[config.mk]
export PLATFORM = sky130hd
export DESIGN_NAME = hash_candidate_requester
export DESIGN_NICKNAME = d
export VERILOG_FILES = /design/src/rtl/hash_candidate_requester.sv
export SDC_FILE = /design/constraint.sdc
export NUM_CORES = 1
export LEC_CHECK = 0
export ABC_AREA = 1
export CAP_MARGIN = 10
export CORE_MARGIN = 2
export CORE_UTILIZATION = 56
export DETAILED_ROUTE_END_ITERATION = 7
export GPL_TIMING_DRIVEN = 0
export PLACE_DENSITY = 0.88
export SLEW_MARGIN = 15
export SYNTH_ARGS = -nofsm -noshare
export SYNTH_HDL_FRONTEND = slang
export SYNTH_SLANG_ARGS = --single-unit
[constraint.sdc]
create_clock -name clk -period 19.45 [get_ports clk]
set_input_delay 3.89 -clock clk [delete_from_list [all_inputs] [get_ports clk]]
set_output_delay 3.89 -clock clk [all_outputs]
set_load 0.01 [all_outputs]
[src/rtl/hash_candidate_requester.sv]
// -----------------------------------------------------------------------------
// hash_candidate_requester
//
// Read-side client of the match engine's hash handshake buffer. For every
// position of a job it holds a read request, captures the returned row of
// ROW_SIZE candidate history addresses, and serialises the valid candidates
// one per beat to the downstream match PE. Skip-ahead commands from the PE
// advance the position by more than one and flush the remaining candidates.
//
// Optional feature (compile-time macro HASH_REQ_WINDOW_FILTER_EN):
//   defined   - at capture, a slot is also dropped when its history address is
//               not strictly behind the current position or lies more than
//               WINDOW_SIZE bytes back.
//   undefined - the captured mask is read_valid_array unchanged.
//
// Ports:
//   clk, rst_n                 clock, asynchronous active-low reset
//   job_valid/job_ready        job command handshake (ready only when idle)
//   job_start_addr/end_addr    first position / exclusive end position
//   read_req_valid/addr        request held to the buffer for one position
//   read_resp_valid/addr       buffer response and the position it belongs to
//   read_valid_array           per-slot candidate valid
//   read_history_addr_array    slot i at bits [i*ADDR_WIDTH +: ADDR_WIDTH]
//   cand_valid/cand_ready      candidate beat handshake
//   cand_cur_addr              position the beat belongs to
//   cand_hist_addr             candidate history address (0 on cand_none)
//   cand_none                  position has no candidate (single beat)
//   cand_last                  final beat of this position
//   skip_valid/skip_len        skip-ahead command from the PE
//   job_done                   one-cycle pulse when the job finishes
// -----------------------------------------------------------------------------
module hash_candidate_requester #(
    parameter int ROW_SIZE    = 4,
    parameter int ADDR_WIDTH  = 16,
    parameter int WINDOW_SIZE = 65536
) (
    input  logic                           clk,
    input  logic                           rst_n,
    input  logic                           job_valid,
    input  logic [ADDR_WIDTH-1:0]          job_start_addr,
    input  logic [ADDR_WIDTH-1:0]          job_end_addr,
    output logic                           job_ready,
    output logic                           read_req_valid,
    output logic [ADDR_WIDTH-1:0]          read_req_addr,
    input  logic                           read_resp_valid,
    input  logic [ADDR_WIDTH-1:0]          read_resp_addr,
    input  logic [ROW_SIZE-1:0]            read_valid_array,
    input  logic [ROW_SIZE*ADDR_WIDTH-1:0] read_history_addr_array,
    output logic                           cand_valid,
    input  logic                           cand_ready,
    output logic [ADDR_WIDTH-1:0]          cand_cur_addr,
    output logic [ADDR_WIDTH-1:0]          cand_hist_addr,
    output logic                           cand_none,
    output logic                           cand_last,
    input  logic                           skip_valid,
    input  logic [ADDR_WIDTH-1:0]          skip_len,
    output logic                           job_done
);

    if (WINDOW_SIZE < 1 || ROW_SIZE < 1) begin : g_param_check
        $error("hash_candidate_requester: WINDOW_SIZE and ROW_SIZE must be positive");
    end

    typedef enum logic [1:0] {
        IDLE = 2'd0,
        REQ  = 2'd1,
        EMIT = 2'd2
    } state_t;

    state_t                          state_q, state_d;
    logic [ADDR_WIDTH-1:0]           cur_q, cur_d;
    logic [ADDR_WIDTH-1:0]           end_q, end_d;
    logic [ADDR_WIDTH-1:0]           pend_q, pend_d;
    logic                            flush_q, flush_d;
    logic                            req_prev_q, req_prev_d;
    logic [ADDR_WIDTH-1:0]           req_addr_prev_q, req_addr_prev_d;
    logic                            job_done_q, job_done_d;
    logic [ROW_SIZE-1:0]             mask_q, mask_d;
    logic [ROW_SIZE*ADDR_WIDTH-1:0]  row_q, row_d;

    logic [ROW_SIZE-1:0]             low_bit;
    logic [ROW_SIZE-1:0]             rem_mask;
    logic [ROW_SIZE-1:0]             capture_mask;
    logic [ADDR_WIDTH-1:0]           sel_hist;
    logic [ADDR_WIDTH-1:0]           skip_len_eff;
    logic [ADDR_WIDTH-1:0]           pend_merged;
    logic [ADDR_WIDTH-1:0]           step;
    logic [ADDR_WIDTH:0]             next_pos;
    logic                            past_end;
    logic                            resp_accept;
    logic                            natural_last;
    logic                            beat;

    function automatic logic [ADDR_WIDTH-1:0] max_len(input logic [ADDR_WIDTH-1:0] a,
                                                      input logic [ADDR_WIDTH-1:0] b);
        return (a > b) ? a : b;
    endfunction

`ifdef HASH_REQ_WINDOW_FILTER_EN
    function automatic logic [ROW_SIZE-1:0] window_filter(
        input logic [ROW_SIZE-1:0]            mask,
        input logic [ROW_SIZE*ADDR_WIDTH-1:0] row,
        input logic [ADDR_WIDTH-1:0]          cur
    );
        logic [ROW_SIZE-1:0]   keep;
        logic [ADDR_WIDTH-1:0] hist;
        logic [ADDR_WIDTH-1:0] dist;
        keep = mask;
        for (int i = 0; i < ROW_SIZE; i++) begin
            hist = row[i*ADDR_WIDTH +: ADDR_WIDTH];
            dist = cur - hist;
            // Only strictly-earlier positions within the window are legal.
            if (hist >= cur || 64'(dist) > 64'(WINDOW_SIZE)) begin
                keep[i] = 1'b0;
            end
        end
        return keep;
    endfunction

    assign capture_mask = window_filter(read_valid_array, read_history_addr_array, cur_q);
`else
    assign capture_mask = read_valid_array;
`endif

    // Lowest remaining slot is isolated as a one-hot; the rest is what stays
    // after this beat is accepted.
    assign low_bit      = mask_q & (~mask_q + ROW_SIZE'(1));
    assign rem_mask     = mask_q & ~low_bit;
    assign natural_last = (rem_mask == '0);

    always_comb begin
        sel_hist = '0;
        for (int i = 0; i < ROW_SIZE; i++) begin
            if (low_bit[i]) begin
                sel_hist = sel_hist | row_q[i*ADDR_WIDTH +: ADDR_WIDTH];
            end
        end
    end

    // A skip in the current cycle is folded into the step so that a skip
    // coinciding with the final handshake still takes effect.
    assign skip_len_eff = (skip_len == '0) ? ADDR_WIDTH'(1) : skip_len;
    assign pend_merged  = skip_valid ? max_len(pend_q, skip_len_eff) : pend_q;
    assign step         = (pend_merged == '0) ? ADDR_WIDTH'(1) : pend_merged;
    assign next_pos     = {1'b0, cur_q} + {1'b0, step};
    assign past_end     = (next_pos >= {1'b0, end_q});

    // The request must already have been visible for a full cycle at this
    // address, otherwise the response may be a registered leftover from the
    // previous position.
    assign resp_accept = (state_q == REQ) && read_resp_valid && (read_resp_addr == cur_q) &&
                         req_prev_q && (req_addr_prev_q == cur_q);

    assign beat = (state_q == EMIT) && cand_ready;

    always_comb begin
        state_d         = state_q;
        cur_d           = cur_q;
        end_d           = end_q;
        pend_d          = pend_q;
        flush_d         = flush_q;
        mask_d          = mask_q;
        row_d           = row_q;
        job_done_d      = 1'b0;
        req_prev_d      = (state_q == REQ);
        req_addr_prev_d = cur_q;

        case (state_q)
            IDLE: begin
                if (job_valid) begin
                    cur_d = job_start_addr;
                    end_d = job_end_addr;
                    if (job_start_addr >= job_end_addr) begin
                        job_done_d = 1'b1;
                    end else begin
                        state_d = REQ;
                    end
                end
            end

            REQ: begin
                pend_d = pend_merged;
                if (resp_accept) begin
                    mask_d  = capture_mask;
                    row_d   = read_history_addr_array;
                    flush_d = 1'b0;
                    state_d = EMIT;
                end
            end

            EMIT: begin
                pend_d = pend_merged;
                if (beat) begin
                    mask_d = rem_mask;
                    if (natural_last || flush_q || skip_valid) begin
                        pend_d  = '0;
                        flush_d = 1'b0;
                        if (past_end) begin
                            job_done_d = 1'b1;
                            state_d    = IDLE;
                        end else begin
                            cur_d   = next_pos[ADDR_WIDTH-1:0];
                            state_d = REQ;
                        end
                    end
                end else if (skip_valid) begin
                    // Current beat becomes the final one of this position.
                    flush_d = 1'b1;
                end
            end

            default: begin
                state_d = IDLE;
            end
        endcase
    end

    always_ff @(posedge clk or negedge rst_n) begin
        if (!rst_n) begin
            state_q         <= IDLE;
            cur_q           <= '0;
            end_q           <= '0;
            pend_q          <= '0;
            flush_q         <= 1'b0;
            req_prev_q      <= 1'b0;
            req_addr_prev_q <= '0;
            job_done_q      <= 1'b0;
        end else begin
            state_q         <= state_d;
            cur_q           <= cur_d;
            end_q           <= end_d;
            pend_q          <= pend_d;
            flush_q         <= flush_d;
            req_prev_q      <= req_prev_d;
            req_addr_prev_q <= req_addr_prev_d;
            job_done_q      <= job_done_d;
        end
    end

    // Captured row data is only observed in EMIT, so it needs no reset.
    always_ff @(posedge clk) begin
        mask_q <= mask_d;
        row_q  <= row_d;
    end

    assign job_ready      = (state_q == IDLE);
    assign read_req_valid = (state_q == REQ);
    assign read_req_addr  = (state_q == REQ) ? cur_q : '0;
    assign cand_valid     = (state_q == EMIT);
    assign cand_cur_addr  = (state_q == EMIT) ? cur_q : '0;
    assign cand_hist_addr = (state_q == EMIT) ? sel_hist : '0;
    assign cand_none      = (state_q == EMIT) && (mask_q == '0);
    assign cand_last      = (state_q == EMIT) && (natural_last || flush_q);
    assign job_done       = job_done_q;

endmodule

Yosys cells after proc, flatten, opt, wreduce, memory -nomap -nowiden
Cells that the tools add are included.
Storage, ports and cells
  register bits: 137
  bits of input ports: 138
  word-level logic and storage cells: 96
Cells by class
  add/subtract/negate cells: 2
  magnitude comparators: 3
  equality and inequality tests: 12
  mux-type cells: 40
  bitwise gates (word level): 7
  reduce and logical (&&, ||, !) cells: 22
Operator list (number)
  two-way mux 16 bit: 17
  case mux 16 bit (2 select lines): 2
  OR 16 bit: 3
  == test 16 bit: 2
  zero test 16 bit: 2
  adder 16 x 16 -> 17 bit: 1
  greater-or-equal comparator 17 x 16 -> 1 bit: 1
  greater-or-equal comparator 16 bit: 1
  greater-than comparator 16 bit: 1
  two-way mux 1 bit: 10
  two-way mux 2 bit: 5
  AND reduction 5 bit: 2
  bitwise AND 4 bit: 2
  zero test 4 bit: 2
  two-way mux 4 bit: 2
  NOT 4 bit: 2
  case mux 4 bit (2 select lines): 1
  logical AND 1 bit: 7
  inequality test 2 x 1 -> 1 bit (second input constant): 3
  inequality test 2 bit (second input constant): 3
  case mux 2 bit (3 select lines): 1
  adder 4 x 1 -> 4 bit (second input constant): 1
  case mux 1 bit (2 select lines): 2
  AND reduction 2 bit: 2
  9 further kinds: 11

Depth between registers and ports, before layout
  depth in word-level cells: 13
  depth in mapped cells: 48
  depth with buffers taken out: 46

Least setup slack after synthesis
Ideal clock, no wire load.
  path type: input to register
  start: input read_resp_addr[2]
  end: register row_q[0] (enable)
  library setup time: 644 ps
  arrival time: 10511 ps
  data required time: 18806 ps
  setup slack: 8295 ps
  stages: 4
  path buffers: 0
  path through: or2_2 o21ai_0 nand3_1 nor4_1
On the way
  word-level cells in the longest chain between the ends: 5
Ends and longest elaborated chain
  start, declared: line 46  | input logic [ADDR_WIDTH-1:0] read_resp_addr,
  == test 16 bit: line 151  | assign resp_accept = (state_q == REQ) && read_resp_valid && (read_resp_addr == cur_q) &&
  logical AND 1 bit (2 in series): line 151
  logical AND 1 bit: line 152  | req_prev_q && (req_addr_prev_q == cur_q);
  AND reduction 2 bit (no source line)
  end signal, assigned: line 243  | row_q <= row_d;
  end, declared: line 79  | logic [ROW_SIZE*ADDR_WIDTH-1:0] row_q, row_d;
No other way between the ends.
A chain may end at the register's enable or synchronous reset.

Worst setup path after layout
  start: input skip_len[15]
  end: register cur_q[12]
On the way
  word-level cells in the longest chain between the ends: 12
Ends and longest elaborated chain
  start, declared: line 56  | input logic [ADDR_WIDTH-1:0] skip_len,
  zero test 16 bit: line 142  | assign skip_len_eff = (skip_len == '0) ? ADDR_WIDTH'(1) : skip_len;
  two-way mux 16 bit *: line 142
  greater-than comparator 16 bit: line 96  | return (a > b) ? a : b;
  two-way mux 16 bit *: line 96
  two-way mux 16 bit *: line 143  | assign pend_merged = skip_valid ? max_len(pend_q, skip_len_eff) : pend_q;
  zero test 16 bit: line 144  | assign step = (pend_merged == '0) ? ADDR_WIDTH'(1) : pend_merged;
  two-way mux 16 bit *: line 144
  adder 16 x 16 -> 17 bit *: line 145  | assign next_pos = {1'b0, cur_q} + {1'b0, step};
  parallel branches: the longest is 4 deep, another holds greater-or-equal comparator 17 x 16 -> 1 bit
  end signal, assigned: line 230  | cur_q <= cur_d;
  end, declared: line 71  | logic [ADDR_WIDTH-1:0] cur_q, cur_d;
Every way passes the cells marked *. The select of a mux whose other input is x is not followed.

==> flow_metrics.tcl <==
set metrics [dict create \
    drv_cap 0 \
    wl_met3_um 1850 \
    startpoint_type "input pin" \
    worst_slack_ns 10.07 \
    synth_area_mm2 0.00858 \
    areaGrowthSynthToFinish_pct 32.8 \
    synthTopCellsByCount "nand2_1, inv_1, dfrtp_1" \
    period_needed_ns 9.38 \
    path_max_fanout 10 \
    grt_pass1_wl_um 39100 \
    internal_power_w 0.000963 \
    die_area_mm2 0.0163 \
    die_y_um 128 \
    synthTopCellsByArea "edfxtp_1, dfrtp_1, nand2_1, ha_1, inv_1" \
    avgSynthCellArea_um2 8.33 \
    htree_num_levels 4 \
    postSynthCellCount 1030 \
    cts.sinks 137 \
    p_switching_w 0.000804 \
    fin_skew_ns 0.00902 \
    worst_pin_slew_ns 0.644 \
    nets 1457 \
    async_flop_share_pct 50.4 \
    ys.warnings.count 0 \
    slowest_stage "clkdlybuf4s50_1" \
    yosysSeqAreaShare_pct 43.9 \
    hold_depth 0 \
    gr-total-overflow 0 \
    top_layer_used "met4" \
    r2r_cells 36 \
    power.leakage_nw 5.43 \
    num_rows 45 \
    cts_max_path_buffers 2 \
    synth_edf_count 68 \
    p_comb_share_pct 56.0 \
    whs_ns 0.420 \
    drc_errors 0 \
    via_per_inst 5.54 \
    setup_viol 0 \
    pre_cts_slack_ns 9.77 \
    rsz0062_at_grt "false" \
    power_w 0.00177 \
    dpl.hpwl_um 18400 \
    reg2reg_to "cur_q[12]" \
    critPathCaptureType "register" \
    power_frac_seq_pct 25.6 \
    wire_per_inst_um 16.7 \
    cts_buffers 17 \
    die_w_um 128 \
    layout.cells.non_filler 1451 \
    fin_crit_sh_pct 48.2 \
    p_clk_share_pct 18.4 \
    clk_pin_slew_ns 0.06 \
    critPathTopFamily "simple AND/OR/NAND/NOR gates" \
    regToRegStartpoint "pend_q[15]" \
    io_buffers 190 \
    synth_cell_type_count 48 \
    synth_most_common_cell "nand2_1" \
    cts_hold_buf 0 \
    antenna_cells 0 \
    ys_seq_elements 137 \
    drv_slew 0 \
    cp.arrival_ns 9.70 \
    first_pass_iters 5 \
    layout-drive-gt1-share_pct 7.36 \
    critical_path_buf_inv_count 5 \
    slowest_delay_ns 0.45 \
    clk_latency_ns 0.43 \
    critPathMostFrequentCell "nand2_1" \
    relSlewSlack_pct 57.0 \
    ir_worst_vdd_uv 102 \
    grt_use_total_pct 30.8 \
    syn_nets 1237 \
    status "complete, no violations" \
    timing_worst_setup_path_type "in2reg" \
    antenna_found_initial 0 \
    wl_met1_um 9680 \
    yosysTopAreaCell "edfxtp_1" \
    vias 8039 \
    min-delay-start "cur_q[2]" \
    globalplace.congestion 0.931 \
    routed_wl_um 24200 \
    setup_tns_ns 0 \
    postCtsSetupRepairBufs 0 \
    hold_viol_final 0 \
    synth.top_cell.area_share_pct 23.8 \
    cts_tree "built" \
    cts_root_buf "clkbuf_16" \
    io_pins 192 \
    p_per_area_mw_per_mm2 155 \
    coreArea_mm2 0.0151 \
    hold_end "req_addr_prev_q[2]" \
    grt_max_degree 39 \
    ant_nets 0 \
    grt_pass1_vias 7998 \
    r2r_slack_ns 13.90 \
    max_freq_ghz 0.107 \
    drtIter0Drc 670 \
    initial_core_util_pct 56.8 \
    hold_class "reg2reg" \
    synthFlopType "dfrtp_1" \
    worstPathRequired_ns 19.77 \
    swShare_pct 45.5 \
    cts_resized 0 \
    dr_wl_met2_um 11900 \
    placed_cells 1419 \
]
==> power by group through the flow <==
stage | clock network (W) | registers, W | logic (W)
after floorplan | 0 | 0.000430 | 0.000675
after global placement | 0 | 0.000450 | 0.000926
after detailed placement | 0 | 0.000453 | 0.000961
after CTS | 0.000324 | 0.000451 | 0.000977
after global routing | 0.000340 | 0.000461 | 0.00110
final | 0.000325 | 0.000453 | 0.000989
==> per-layer routing <==
metal | vias up | track usage, %
met3 | 68 | 6.51
met5 | - | 0
li1 | 3814 | -
met4 | 0 | 13.3
met2 | 389 | 52.5
met1 | 3768 | 37.9
==> final cells by class <==
class | count | area [um^2]
plain buffers | 34 | 171
clock buffers | 17 | 425
clock inverters | 15 | 165
fillers | 993 | 3700
inverters | 151 | 567
multi-input cells | 708 | 4080
flip-flops and latches | 137 | 3770
well taps | 188 | 235
repair buffers | 201 | 1980
==> registers in the layout, indices dropped and copies added (netlist names) <==
signal and flops:
cur_q 16, end_q 16, flush_q 1, job_done 1, mask_q 4, pend_q 16
req_addr_prev_q 16, req_prev_q 1, row_q 64, state_q 2
==> metrics by stage <==
step / cell area (um^2) / util [%]
3_3_place_gp: 10700 / 71.0
4_1_cts: 11400 / 75.5
3_5_place_dp: 10800 / 71.6
6_report: 11400 / 75.5
2_1_floorplan: 8580 / -
5_1_grt: 11400 / 75.5
==> cells in the final DEF, fill, tap and decap left out, drive strengths merged, types with 5 or more instances in the layout <==
cell type / synthesis / layout
xnor2: 17 / 17
a21oi: 36 / 36
edfxtp: 68 / 68
dfrtp: 69 / 69
nand2: 317 / 317
nand3: 67 / 67
clkbuf: 21 / 38
o21ai: 36 / 36
xor2: 23 / 23
nand4: 11 / 11
o22ai: 16 / 16
clkdlybuf4s50: 0 / 189
a41oi: 17 / 17
buf: 13 / 25
nor2: 56 / 56
nor3: 8 / 8
inv: 151 / 157
nand3b: 5 / 5
ha: 68 / 68
==> kinds of logic after synthesis <==
kind of cell               share of synthesized area (%)
buffers and inverters                               8.61
DFF                                                 43.9
AOI/OAI and AO/OA                                   9.06
xor gates and xnor gates                            4.08
adders and majority gates                           10.2
muxes                                              0.131
and+or+nand+nor                                     24.0
==> how the worst max path moves through the flow <==
stage                       start   endpoint  slack [ns]  cells past startpoint
6_report             skip_len[15]  cur_q[12]       10.07                     48
2_1_floorplan   read_resp_addr[2]   row_q[0]        8.30                      4
3_3_place_gp   read_resp_addr[11]  row_q[56]        5.75                      5
3_5_place_dp         skip_len[15]   cur_q[8]        9.77                     48
4_1_cts              skip_len[15]  cur_q[12]       10.17                     48
5_1_grt              skip_len[15]  cur_q[12]        9.59                     48
==> worst reg2reg max path, delay by kind of cell (launching register included) <==
family	cells	cell delay [ns]
buffers and inverters	2	0.39
and+or+nand+nor	25	2.56
AOI/OAI and AO/OA	5	0.84
DFF	1	0.41
adders and majority gates	4	1.23
Power figures use the tool's default switching activity.
